File: src/rtl/play_pkg.sv
// Shared constants and types for the playback timer and the time display stage.
package play_pkg;

    typedef enum logic [1:0] {
        IDLE = 2'd0,
        RUN  = 2'd1,
        HOLD = 2'd2
    } state_e;

    localparam logic [1:0] SR_SEL_44K1     = 2'b00;
    localparam logic [1:0] SR_SEL_48K      = 2'b01;
    localparam logic [1:0] SR_SEL_32K      = 2'b10;
    localparam logic [1:0] SR_SEL_44K1_ALT = 2'b11;

    localparam int ACC_W = 17;

    localparam logic [ACC_W-1:0] RATE_44K1         = 17'd44100;
    localparam logic [ACC_W-1:0] RATE_48K          = 17'd48000;
    localparam logic [ACC_W-1:0] RATE_32K          = 17'd32000;
    localparam logic [ACC_W-1:0] SAMPLES_PER_FRAME = 17'd1152;

    localparam logic [15:0] MAX_SECONDS = 16'd5999;

    function automatic logic [ACC_W-1:0] rate_of(input logic [1:0] sel);
        case (sel)
            SR_SEL_48K:                   rate_of = RATE_48K;
            SR_SEL_32K:                   rate_of = RATE_32K;
            SR_SEL_44K1, SR_SEL_44K1_ALT: rate_of = RATE_44K1;
            default:                      rate_of = RATE_44K1;
        endcase
    endfunction

endpackage

File: src/rtl/play_timer_frame_acc.sv
// Sample accumulator: adds one frame of samples and carries out a second when the rate is reached.
module frame_acc
    import play_pkg::*;
(
    input  logic             clk,
    input  logic             rst_n,
    input  logic             clear_i,
    input  logic             frame_i,
    input  logic             sat_clr_i,
    input  logic [ACC_W-1:0] rate_i,
    output logic             carry_o
);

    logic [ACC_W-1:0] acc_q;
    logic [ACC_W-1:0] acc_d;
    logic [ACC_W-1:0] sum;

    // Frame size is below every rate, so a single subtraction always suffices.
    always_comb begin
        sum     = acc_q + SAMPLES_PER_FRAME;
        carry_o = frame_i && (sum >= rate_i);
        acc_d   = acc_q;
        if (clear_i) begin
            acc_d = '0;
        end else if (frame_i) begin
            if (sat_clr_i) begin
                acc_d = '0;
            end else if (carry_o) begin
                acc_d = sum - rate_i;
            end else begin
                acc_d = sum;
            end
        end
    end

    always_ff @(posedge clk or negedge rst_n) begin
        if (!rst_n) begin
            acc_q <= '0;
        end else begin
            acc_q <= acc_d;
        end
    end

endmodule

File: src/rtl/play_timer.sv
// Elapsed-playback timer: counts decoded frames into whole seconds for the mm:ss display.
// Define PLAY_TIMER_SAT_EN to saturate SECONDS at MAX_SEC instead of wrapping to 0.
module play_timer
    import play_pkg::*;
#(
    parameter logic [15:0] MAX_SEC = MAX_SECONDS
) (
    input  logic        clk,
    input  logic        rst_n,
    input  logic        track_start_i,
    input  logic        stop_i,
    input  logic        pause_i,
    input  logic        frame_done_i,
    input  logic [1:0]  sr_sel_i,
    output logic [15:0] seconds_o,
    output logic        sec_tick_o,
    output logic        running_o
);

    state_e           state_q, state_d;
    logic [15:0]      seconds_q, seconds_d;
    logic             sec_tick_q, sec_tick_d;
    logic [ACC_W-1:0] rate_q, rate_d;
    logic             frame_cnt;
    logic             acc_clr;
    logic             sat_clr;
    logic             carry;
    logic             at_max;

    assign frame_cnt = frame_done_i && (state_q == RUN) && !stop_i && !track_start_i;
    assign acc_clr   = stop_i || track_start_i;
    assign at_max    = (seconds_q == MAX_SEC);

`ifdef PLAY_TIMER_SAT_EN
    assign sat_clr = frame_cnt && at_max;
`else
    assign sat_clr = 1'b0;
`endif

    frame_acc u_acc (
        .clk       (clk),
        .rst_n     (rst_n),
        .clear_i   (acc_clr),
        .frame_i   (frame_cnt),
        .sat_clr_i (sat_clr),
        .rate_i    (rate_q),
        .carry_o   (carry)
    );

    always_comb begin
        state_d    = state_q;
        seconds_d  = seconds_q;
        sec_tick_d = 1'b0;
        rate_d     = rate_q;
        if (stop_i) begin
            state_d   = IDLE;
            seconds_d = '0;
        end else if (track_start_i) begin
            seconds_d = '0;
            rate_d    = rate_of(sr_sel_i);
            state_d   = pause_i ? HOLD : RUN;
        end else begin
            case (state_q)
                RUN:     if (pause_i)  state_d = HOLD;
                HOLD:    if (!pause_i) state_d = RUN;
                default: state_d = state_q;
            endcase
            if (carry) begin
`ifdef PLAY_TIMER_SAT_EN
                if (!at_max) begin
                    seconds_d  = seconds_q + 16'd1;
                    sec_tick_d = 1'b1;
                end
`else
                seconds_d  = at_max ? 16'd0 : seconds_q + 16'd1;
                sec_tick_d = 1'b1;
`endif
            end
        end
    end

    always_ff @(posedge clk or negedge rst_n) begin
        if (!rst_n) begin
            state_q    <= IDLE;
            seconds_q  <= '0;
            sec_tick_q <= 1'b0;
            rate_q     <= RATE_44K1;
        end else begin
            state_q    <= state_d;
            seconds_q  <= seconds_d;
            sec_tick_q <= sec_tick_d;
            rate_q     <= rate_d;
        end
    end

    assign seconds_o  = seconds_q;
    assign sec_tick_o = sec_tick_q;
    assign running_o  = (state_q == RUN);

endmodule
File: config.mk
export PLATFORM = sky130hd
export DESIGN_NAME = play_timer
export DESIGN_NICKNAME = d
export VERILOG_FILES = /design/src/rtl/play_pkg.sv /design/src/rtl/play_timer_frame_acc.sv /design/src/rtl/play_timer.sv
export SDC_FILE = /design/constraint.sdc
export NUM_CORES = 1
export LEC_CHECK = 0
export ABC_AREA = 1
export ABC_CLOCK_PERIOD_IN_PS = 2900
export BUFFER_PORTS_ARGS = -buffer_cell sky130_fd_sc_hd__buf_2
export CAP_MARGIN = 20
export CORE_MARGIN = 1
export CORE_UTILIZATION = 56
export CTS_CLUSTER_DIAMETER = 120
export DETAILED_ROUTE_END_ITERATION = 8
export PLACE_DENSITY = 0.87
export SLEW_MARGIN = 0
export SYNTH_ARGS = -nofsm -noshare
export SYNTH_HDL_FRONTEND = slang
export SYNTH_HIERARCHICAL = 1
export SYNTH_SLANG_ARGS = --single-unit
export TNS_END_PERCENT = 100
File: constraint.sdc
create_clock -name clk -period 2.9 [get_ports clk]
set_input_delay 0.725 -clock clk [delete_from_list [all_inputs] [get_ports clk]]
set_output_delay 0.725 -clock clk [all_outputs]
set_load 0.03 [all_outputs]
-- Word level (Yosys, flattened, before mapping)
Cells that the tools add are included.
- add/sub/neg operators: 3
- magnitude comparators: 1
- bitwise operators: 1
- mux-type cells: 17
- reduce and logical (&&, ||, !) cells: 14
- equal/unequal tests: 8
- operators by type and width (operator ; count):
    $mux 16 ; 4
    $mux 17 ; 3
    $pmux 17 s3 ; 1
    $add 17x11->17 const B ; 1
    $ge 17x17->1 ; 1
    $sub 17x17->17 ; 1
    $add 16x1->16 const B ; 1
    $eq 16x13->1 const B ; 1
    $mux 2 ; 5
    $ne 4x4->1 const B ; 2
    $eq 2x2->1 const B ; 3
    $eq 2x1->1 const B ; 2
    $logic_and 1x1->1 ; 4
    $pmux 2 s2 ; 1
    $reduce_bool 4->1 ; 1
    $mux 1 ; 3
    $reduce_and 3->1 ; 1
    $reduce_bool 3->1 ; 1
    $logic_not 1->1 ; 2
    $logic_not 2->1 ; 1
    $reduce_and 2->1 ; 1
    $reduce_bool 2->1 ; 1
    $reduce_or 2->1 ; 1
    $logic_or 1x1->1 ; 1
    $not 1->1 ; 1
- register bits after elaboration: 53
- input bits: 8
- output and inout port bits: 18

-- Longest topological paths before layout
Gate-level depths: netlist of run 1.
- depth in word-level cells: 8
- depth in mapped cells: 23
- mapped depth without buffers: 21

-- Modules after synthesis
Netlist of run 1, hierarchy kept.
- by module, submodules not included (module ; area an instance (um^2) ; seq. area each (um^2) ; cells each ; times used):
    frame_acc ; 2164.6 ; 425.4 ; 380 ; 1
    play_timer ; 1505.2 ; 629.4 ; 197 ; 1

-- Least setup slack after synthesis of run 1
No wires, ideal clock.
- path type: flip-flop to flip-flop
- from: reg u_acc.acc_q[7]
- to: reg seconds_q[7], in the netlist seconds_o[7]
- setup time: 74 ps
- cell stages (with the launch flop): 24
- path slack: 70 ps
- required time: 2826 ps
- arrival time: 2756 ps
- cells stage by stage: dfrtp_1 -> ha_1 -> nand2_1 -> nand2_1 -> or2_2 -> nand2_1 -> inv_1 -> ha_1 -> nand2_1 -> inv_1 -> nand2_1 -> nand2_1 -> nand2_1 -> nand2_1 -> nor2_1 -> nand2_2 -> nand2_1 -> buf_4 -> inv_2 -> or2_4 -> clkinv_2 -> buf_6 -> nand2_1 -> o21ai_2
- word-level cells in the longest chain between the ends: 4
- RTL lines (element ; RTL line ; text):
    start, declared ; play_timer_frame_acc.sv:14 ; logic [ACC_W-1:0] acc_q;
    start signal, assigned ; play_timer_frame_acc.sv:38 ; acc_q <= '0;
    start signal, assigned ; play_timer_frame_acc.sv:40 ; acc_q <= acc_d;
    $add 17x11->17 ; play_timer_frame_acc.sv:20 ; sum = acc_q + SAMPLES_PER_FRAME;
    $ge 17x17->1 ; play_timer_frame_acc.sv:21 ; carry_o = frame_i && (sum >= rate_i);
    $logic_and 1x1->1 ; play_timer_frame_acc.sv:21 ;
    via carry ; play_timer.sv:27 ; logic carry;
    $reduce_bool 3->1 (no source line) ; - ;
    end signal, assigned ; play_timer.sv:90 ; seconds_q <= seconds_d;
    end, declared ; play_timer.sv:21 ; logic [15:0] seconds_q, seconds_d;
The timed path passes the listed nets, and every way through them passes these cells.
A chain may end at the register's enable or synchronous reset.

-- Worst setup path in the final report of run 1
- from: reg u_acc.acc_q[8]
- to: reg seconds_q[6], in the netlist seconds_o[6]
Same word-level chain as after synthesis.

==> flow_summary.json, run 1 <==
{
  "yosysMostFrequentCell": "nand2_1",
  "drive_gt1_frac": 0.191,
  "avgViaCountPerCell": 5.38,
  "initial_core_util": 0.578,
  "rows": 29,
  "slew_headroom": 0.375,
  "cts.htree.levels": 2,
  "power.total_mw": 1.39,
  "grt_max_degree": 43,
  "core_area_um2": 6350,
  "synthTopCellsByArea": "dfrtp_1 27%, nand2_1 23%, inv_1 9.4%, ha_1 8.2%, nand3_1 5.9%",
  "synth_cell_types": 39,
  "globalRouteTotalUtil": 0.262,
  "drtIter0Drc": 303,
  "ys_seq_elements": 42,
  "die_w_um": 83.0,
  "n_antenna_cell": 0,
  "p_per_area_nw_per_um2": 325,
  "cp_data_arrival_time_ps": 3090,
  "ys_top_cells_by_count": "224 x nand2_1, 92 x inv_1, 43 x nand3_1, 43 x nor2_1, 39 x dfrtp_1",
  "yosys_warnings": 6,
  "cellLeakagePower_nw": 2.41,
  "grt_remaining_overflow": 0,
  "drcViolationCount": 0,
  "die_y_um": 83.0,
  "clk_latency_ps": 300,
  "vdd_drop_max_mv": 0.311,
  "numCtsBuffers": 5,
  "wirelength_um": 9280,
  "wl_per_cell_um": 13.2,
  "crit_path_start_kind": "flop",
  "status": "finished, final reports clean",
  "rsz0062_at_grt": "true",
  "cts_hold_buf": 0,
  "clock-sinks": 42,
  "synth_area_um2": 3670,
  "path_clk_slew_ps": 90,
  "synth_edf_count": 0,
  "antenna_found_initial": 0,
  "critPathKind": "reg -> reg",
  "grt_pass1_vias": 3457,
  "async_reset_ff_frac": 1.00,
  "dp_cells": 686,
  "synth_area_leader_cell": "dfrtp_1",
  "dieArea_um2": 6880,
  "critPathMaxFanout": 7,
  "final_max_slew_viol_count": 0,
  "setup_viol": 0,
  "synth_seq_area_share": 0.287,
  "cts_root_buf": "clkbuf_8",
  "netlist_instances": 577,
  "crit_required_ps": 3120,
  "max_freq_mhz": 348,
  "worstMarginPinSlew_ps": 938,
  "min_period_over_period": 0.990,
  "dp_hpwl_um": 6560,
  "maxCapViolations": 0,
  "grt_pass1_wl_um": 14900,
  "firstDrtPassIters": 5,
  "synth_top_area_frac": 0.266,
  "ios": 26,
  "synthToLayoutAreaGrowth_pct": 16.8,
  "vias": 3772,
  "cts_buffer_depth": 2,
  "nets": 656,
  "final_core_util": 0.675,
  "end_kind": "flop",
  "tritoncts": "built",
  "skew_ps": 12.6,
  "gp_congestion": 0.920,
  "fin_cells": 701,
  "port_buffers": 25,
  "finalHoldViolCount": 0,
  "postSynthAreaPerCell_um2": 6.36,
  "ys.flop_type": "dfrtp_1",
  "hp-class": "reg -> reg",
  "drtAntennaViolNets": 0,
  "fin_crit_ps": 2870
}
-- logic make-up after synthesis --
family / after synthesis / synth area share
xor+xnor: 17 / 0.0406
simple gates: 352 / 0.416
compound gates: 35 / 0.0545
flops: 42 / 0.287
other cells: 2 / 0.00205
buf+inv: 104 / 0.112
fa+ha+maj: 25 / 0.0873
-- metal layers --
layer	part of all wire	global-route usage	wire, um	vias up
met5	0	0	0	-
met4	0.035	0.107	321	0
met3	0.061	0.0378	567	28
met2	0.48	0.452	4460	150
met1	0.42	0.331	3930	1733
li1	-	-	-	1861
-- flip-flops by register name (all words and copies together) (netlist names) --
signal       cells
state_q          2
sec_tick_o       1
rate_q           6
u_acc/acc_q     17
seconds_o       16
-- per-stage QoR --
stage               hold WS (ps)  instance area [um^2]  setup WS [ps]  TNS, ps
floorplan                    429                  3700           69.8        0
global placement             454                  3920          -49.1     -341
detailed placement           464                  3920           -127    -1730
CTS                          484                  4070           7.22        0
global route                 513                  4290           -105    -1230
finish                       481                  4290           29.2        0
-- path summary, 6_finish.rpt --
| check | from | to | slack [ps] | cells after the start |
|---|---|---|---|---|
| setup reg to reg | u_acc/acc_q[8] | seconds_o[6] | 30 | 21 |
| hold reg to reg | u_acc/acc_q[3] | u_acc/acc_q[3] | 480 | 2 |
| setup / recovery | u_acc/acc_q[8] | seconds_o[6] | 30 | 21 |
| min in group asynchronous | rst_n | u_acc/acc_q[5] | 550 | 1 |
| hold / removal | u_acc/acc_q[3] | u_acc/acc_q[3] | 480 | 2 |
| max in group asynchronous | rst_n | u_acc/acc_q[14] | 1740 | 1 |
-- layout by cell type, fill, tap and decap left out, types with 10 or more instances in the layout --
| cell type | count |
|---|---|
| nor2_1 | 38 |
| nand3_1 | 38 |
| dfrtp_1 | 39 |
| o21ai_0 | 10 |
| inv_1 | 89 |
| nand2_2 | 20 |
| buf_4 | 10 |
| nand2_1 | 204 |
| ha_1 | 18 |
| buf_2 | 25 |
| xor2_1 | 10 |
-- power breakdown --
part	total, mW	internal, mW	switching (mW)	leakage [nW]
logic	0.290	0.0968	0.193	1.78
clock network	0.489	0.281	0.208	0.0585
registers	0.616	0.603	0.0129	0.570
total	1.39	0.981	0.413	2.41
-- worst max-delay path, cell delays in order, from the launching register on --
cell and delay, ps:
dfrtp_1 400, ha_2 210, nand2_2 70, nand2_2 100
nand2_2 70, nor2_2 120, nand2_2 70, xor2_2 170
inv_2 70, ha_4 270, nand2_4 100, nor2_4 40
nor2_2 140, nand2_1 80, nor2_1 120, nand2_2 100
nand2_4 90, inv_4 50, or2_4 290, inv_8 90
nand2_1 60, o21ai_1 100
-- what timing repair did --
item,CTS,global route
gates resized for setup,6,50
endpoints found under the setup margin,23,33
setup buffers,0,5
gates cloned,1,1
pin swaps,1,21
-- layout make-up --
class | count | area [um^2]
tap | 77 | 96.3
fill | 501 | 2060
timing repair inverter | 1 | 6.26
clock buffer | 7 | 86.3
timing repair buffer | 35 | 200
sequential | 42 | 1050
clock inverter | 1 | 30.0
inverter | 99 | 382
multi-input combinational | 439 | 2430
Power figures use the tool's default switching activity.
==> inputs of run 2 (changes only) <==
- ABC_CLOCK_PERIOD_IN_PS: 2900 -> 3000
- BUFFER_PORTS_ARGS: -buffer_cell sky130_fd_sc_hd__buf_2 -> unset
- CORE_UTILIZATION: 56 -> 60
- DONT_BUFFER_PORTS: unset -> 1
- PLACE_DENSITY: 0.87 -> 0.85
- clock period: 2.9 -> 3 ns (I/O delays scaled with it)
==> run 2 against run 1 <==
Global-route usage increased by 1.2 points. Via count decreased by 9.7%. Power decreased by 12%. Sequential share of layout area increased by 1.9 points. Maximum frequency increased by 0.82%. Sequential power decreased by 3.2%. Die area decreased by 6.5%. Largest power group unchanged. Setup slack improved by 120 ps. Largest cell class unchanged. Clock power decreased by 21%. Highest routed layer unchanged. Combinational power decreased by 15%.
==> flow_summary.json, run 2 (same netlist as run 1, synthesis figures left out) <==
{
  "wl_per_cell_um": 12.6,
  "fin_area_um2": 3980,
  "status": "finished, final reports clean",
  "slowest_stage": "dfrtp_1",
  "finalHoldViolCount": 0,
  "die_w_um": 80.2,
  "crit_required_ps": 3240,
  "slew_headroom": 0.666,
  "setup_viol": 0,
  "crit_path_start_kind": "flop",
  "drtAntennaViolNets": 0,
  "drtIter0Drc": 144,
  "rows": 28,
  "firstDrtPassIters": 5,
  "nets": 626,
  "cts_root_buf": "clkbuf_8",
  "cp_data_arrival_time_ps": 3090,
  "n_antenna_cell": 0,
  "numCtsBuffers": 5,
  "fin_crit_ps": 2850,
  "largest_reg_flops": 17,
  "cts.htree.levels": 2,
  "initial_core_util": 0.620,
  "grt_pass1_vias": 3193,
  "cts_buffer_depth": 2,
  "globalRouteTotalUtil": 0.275,
  "drcViolationCount": 0,
  "min_period_over_period": 0.949,
  "setup_tns_ps": 0,
  "mostFrequentLayoutCells": "218 x nand2_1, 91 x inv_1, 41 x nor2_1, 41 x nand3_1, 39 x dfrtp_1",
  "skew_ps": 14.7,
  "placed_area_um2": 3780,
  "wirelength_um": 8420,
  "grt_pass1_wl_um": 13700,
  "synthToLayoutAreaGrowth_pct": 8.52,
  "tritoncts": "built",
  "grt_max_degree": 43,
  "port_buffers": 0,
  "hp-class": "in -> async",
  "critPathMaxFanout": 5,
  "clock-sinks": 42,
  "dieArea_um2": 6430,
  "cellLeakagePower_nw": 2.21,
  "dp_hpwl_um": 6650,
  "final_max_slew_viol_count": 0,
  "gp_congestion": 0.943,
  "avgViaCountPerCell": 5.09,
  "power.total_mw": 1.23,
  "drive_gt1_frac": 0.109,
  "clk_latency_ps": 300,
  "path_clk_slew_ps": 90,
  "critPathKind": "reg -> reg",
  "crit_top_cell": "nand2_1",
  "top_register": "u_acc/acc_q",
  "maxCapViolations": 0,
  "vias": 3408,
  "slowest_delay_ps": 430,
  "fillers": 521,
  "ios": 26,
  "worstMarginPinSlew_ps": 501,
  "max_freq_mhz": 351,
  "cp_cell_sequence": "ha_1 -> nand2_1 -> nand2_1 -> nand2_1 -> nor2_1 -> nand2_1 -> xor2_1 -> inv_1 -> ha_4 -> nand2_1 -> nor2_1 -> nand2_1 -> nor3_2 -> nor2_2 -> nand2_2 -> nand2_1 -> inv_2 -> nand2_2 -> nor2_2 -> nand3_1 -> nand2_1",
  "cts_hold_buf": 0,
  "end_kind": "flop",
  "final_common_cell": "nand2_1",
  "antenna_found_initial": 0,
  "grt_remaining_overflow": 0,
  "die_y_um": 80.2,
  "vdd_drop_max_mv": 0.316,
  "p_per_area_nw_per_um2": 308,
  "core_area_um2": 5920
}
run 2: cell types whose count changed in the layout (fill, tap and decap cells not counted), moves of 2 or more:
cell     before  now
buf_2        25    0
buf_4        10    6
ha_1         18   20
inv_1        89   91
inv_4         2    0
nand2_1     204  218
nand2_2      20   10
nand2_4       7    3
nand3_1      38   41
nand3_2       8    5
nor2_1       38   41
nor2_4        7    4
run 2: per-layer routing:
metal	vias up	part of all wire	GRT usage
met1	1530	0.47	0.372
met4	0	0.013	0.0768
met2	65	0.47	0.456
met3	13	0.040	0.0409
met5	-	0	0
li1	1800	-	-
run 2: worst max-delay path, delay by kind of cell, from the launching register on:
kind,cells,cell delay [ps]
adders and majority gates,2,540
and+or+nand+nor,16,1440
xor gates and xnor gates,1,180
buffers and inverters,2,180
DFF,1,430
run 2: cell type report:
type                            count  area [um^2]  share of cell area
Clock buffer                        6         82.6              0.0207
Timing Repair Buffer                6         45.0              0.0113
Clock inverter                      2         12.5             0.00314
Tap cell                           75         93.8              0.0236
Inverter                           99          379              0.0952
Sequential cell                    42         1050               0.265
Multi-Input combinational cell    439         2310               0.581
run 2: repair_timing:
item,4_1_cts,5_1_grt
endpoints found under the setup margin,0,25
buffers inserted,0,2
gates resized for setup,0,23
run 2: metrics by stage:
stage,hold slack (ps),instances,setup WS (ps),util
floorplan,442,584,170,-
global placement,455,658,110,0.639
detailed placement,456,658,14.0,0.639
CTS,131,666,3.66,0.655
global route,119,669,-10.0,0.673
finish,138,669,152,0.673
run 2: final timing paths:
check | start | end | slack, ps | cells after the start
worst max-delay path | u_acc/acc_q[7] | seconds_o[8] | 150 | 21
worst min-delay path | rst_n | u_acc/acc_q[6] | 140 | 0
worst max register to register | u_acc/acc_q[7] | seconds_o[8] | 150 | 21
worst min register to register | rate_q[14] | rate_q[14] | 490 | 2
max in group asynchronous | rst_n | rate_q[6] | 2650 | 0
min in group clk | rate_q[14] | rate_q[14] | 490 | 2
run 2: power by group:
| group | internal (mW) | leakage, nW | switching, mW | total (mW) |
|---|---|---|---|---|
| logic | 0.0846 | 1.59 | 0.162 | 0.246 |
| clock network | 0.185 | 0.0472 | 0.199 | 0.384 |
| registers | 0.583 | 0.570 | 0.0125 | 0.596 |
==> inputs of run 3 (changes only) <==
- SYNTH_HIERARCHICAL: 1 -> unset
==> run 3 against run 2 <==
Critical path type unchanged. Via count shrank 17%. Worst hold slack improved by 4.3 ps. Core utilization is 0.20 points higher. Highest routed layer unchanged. Sequential share of layout area increased by 4.0 points. Routed wire length is 21% lower. Synthesized area down 14%. Sequential power fell by 5.2%. Clock power fell by 2%. Global-route usage fell by 0.075 points. Clock skew shrank 11 ps.
==> flow_summary.json, run 3 <==
{
  "cp_data_arrival_time_ps": 2910,
  "setup_viol": 0,
  "synth_area_leader_cell": "dfrtp_1",
  "cts_buffer_depth": 2,
  "crit_required_ps": 3190,
  "die_y_um": 74.4,
  "maxCapViolations": 0,
  "reg2regPathDepth": 16,
  "grt_remaining_overflow": 0,
  "cts_root_buf": "clkbuf_8",
  "vias": 2819,
  "postSynthAreaPerCell_um2": 7.08,
  "crit_path_start_kind": "flop",
  "dieArea_um2": 5540,
  "cts_hold_buf": 0,
  "cts.htree.levels": 2,
  "drtAntennaViolNets": 0,
  "p_per_area_nw_per_um2": 347,
  "die_w_um": 74.4,
  "power.total_mw": 1.14,
  "critPathKind": "reg -> reg",
  "core_area_um2": 4880,
  "grt_pass1_vias": 2634,
  "grt_pass1_wl_um": 11600,
  "nets": 473,
  "cellLeakagePower_nw": 1.66,
  "initial_core_util": 0.645,
  "ys.flop_type": "dfrtp_1",
  "fillers": 411,
  "dp_hpwl_um": 4950,
  "ys_top_cells_by_count": "125 x nand2_1, 61 x inv_1, 40 x nor2_1, 39 x nand3_1, 37 x dfrtp_1",
  "clk_latency_ps": 290,
  "critPathMaxFanout": 25,
  "gp_congestion": 0.917,
  "ys_seq_elements": 40,
  "synth_top_area_frac": 0.294,
  "numCtsBuffers": 5,
  "drcViolationCount": 0,
  "tritoncts": "built",
  "firstDrtPassIters": 4,
  "avgViaCountPerCell": 5.46,
  "rows": 25,
  "final_max_slew_viol_count": 0,
  "port_buffers": 0,
  "fin_crit_ps": 2720,
  "wirelength_um": 6640,
  "wl_per_cell_um": 12.9,
  "ios": 26,
  "vdd_drop_max_mv": 0.303,
  "r2r-end": "seconds_o[4]",
  "reg2reg_setup_slack_ps": 280,
  "setup_tns_ps": 0,
  "syn-num-nets": 469,
  "skew_ps": 3.80,
  "worstMarginPinSlew_ps": 540,
  "synthTopCellsByArea": "dfrtp_1 29%, nand2_1 15%, inv_1 7.3%, ha_1 6.8%, nand3_1 6.2%",
  "n_antenna_cell": 0,
  "min_period_over_period": 0.907,
  "netlist_instances": 444,
  "end_kind": "flop",
  "mostFrequentLayoutCells": "125 x nand2_1, 61 x inv_1, 40 x nor2_1",
  "grt_max_degree": 41,
  "slew_headroom": 0.639,
  "final_common_cell": "nand2_1",
  "drive_gt1_frac": 0.111,
  "async_reset_ff_frac": 1.00,
  "status": "finished, final reports clean",
  "finalHoldViolCount": 0,
  "yosys_warnings": 0,
  "slowest_stage": "dfrtp_1",
  "path_clk_slew_ps": 80,
  "synth_area_um2": 3150,
  "worstReg2RegStart": "u_acc.acc_q[8]",
  "clock-sinks": 40,
  "antenna_found_initial": 0,
  "drtIter0Drc": 150,
  "hp-class": "in -> async",
  "synth_cell_types": 38,
  "cp_cell_sequence": "ha_1 -> nand2_2 -> nand2_2 -> nand3b_1 -> nor2_1 -> xnor2_1 -> inv_1 -> ha_1 -> a21oi_1 -> inv_1 -> nor2_4 -> nand3_4 -> nand2_8 -> nand2_8 -> nand2_1 -> o21ai_2",
  "max_freq_mhz": 368,
  "synthToLayoutAreaGrowth_pct": 4.65,
  "synth_seq_area_share": 0.319,
  "yosysMostFrequentCell": "nand2_1",
  "synth_edf_count": 0,
  "largest_reg_flops": 16,
  "globalRouteTotalUtil": 0.274,
  "rsz0062_at_grt": "false",
  "slowest_delay_ps": 400
}
run 3: cell types whose count changed after synthesis, moves of 5 or more:
cell	change
ha_1	-7
inv_1	-31
nand2_1	-99
nand2_2	+5
nor3_1	+10
o21ai_2	+9
xor2_1	+7
run 3: how the worst max path moves through the flow:
stage,to,slack (ps),start,depth (start not counted)
global placement,seconds_o[7],290,u_acc.acc_q[7],16
detailed placement,seconds_o[4],180,u_acc.acc_q[7],16
global route,u_acc.acc_q[14],30,u_acc.acc_q[8],17
finish,seconds_o[4],280,u_acc.acc_q[8],16
CTS,seconds_o[4],170,u_acc.acc_q[7],16
floorplan,seconds_o[15],470,u_acc.acc_q[7],17
run 3: stage by stage:
| stage | worst slack [ps] | cell area [um^2] | std cells | hold slack, ps | utilization |
|---|---|---|---|---|---|
| after detailed placement | 176 | 3180 | 507 | 456 | 0.652 |
| after CTS | 172 | 3280 | 515 | 135 | 0.671 |
| final | 280 | 3290 | 516 | 142 | 0.675 |
| after floorplan | 470 | 3150 | 444 | 454 | - |
| after global routing | 34.4 | 3290 | 516 | 123 | 0.675 |
| after global placement | 292 | 3180 | 507 | 456 | 0.652 |
run 3: cell families (layout without fill, tap and decap cells):
| kind of cell | after synthesis | count (layout) | share of synthesized area |
|---|---|---|---|
| xor+xnor | 22 | 22 | 0.0613 |
| fa+ha+maj | 17 | 17 | 0.0676 |
| mux | 1 | 1 | 0.00358 |
| buf+inv | 71 | 76 | 0.0994 |
| flops | 40 | 40 | 0.319 |
| simple gates | 252 | 252 | 0.368 |
| compound gates | 41 | 41 | 0.0803 |
run 3: final cells by class:
| type | count | area [um^2] | share of cell area |
|---|---|---|---|
| multi-input combinational | 333 | 1840 | 0.558 |
| sequential | 40 | 1000 | 0.305 |
| inverter | 63 | 236 | 0.0718 |
| tap | 67 | 83.8 | 0.0255 |
| clock buffer | 6 | 82.6 | 0.0251 |
| timing repair buffer | 5 | 37.5 | 0.0114 |
| clock inverter | 2 | 10.0 | 0.00304 |
run 3: what timing repair did:
action / 4_1_cts / 5_1_grt
setup endpoints to repair: 0 / 17
buffers inserted: 0 / 1
resized for setup: 0 / 1
run 3: critical path, delay by kind of cell (launching register included):
kind | cells | cell delay (ps)
adder cells (fa/ha/maj) | 2 | 550
AO/OA/AOI/OAI | 2 | 260
XOR/XNOR | 1 | 120
flip-flops | 1 | 400
AND/OR/NAND/NOR | 9 | 1110
buffers and inverters | 2 | 160
run 3: report_power, final:
| group | switching, mW | total, mW | internal (mW) |
|---|---|---|---|
| Sequential | 0.00748 | 0.565 | 0.558 |
| Combinational | 0.129 | 0.200 | 0.0709 |
| Clock | 0.195 | 0.378 | 0.184 |
| Total | 0.332 | 1.14 | 0.812 |
run 3: layer usage:
metal  GRT usage  vias up  wire length [um]
li1            -     1418                 -
met1       0.393     1279              3130
met2       0.408      112              2930
met3      0.0610       10               502
met4      0.0943        0                81
met5           0        -                 0
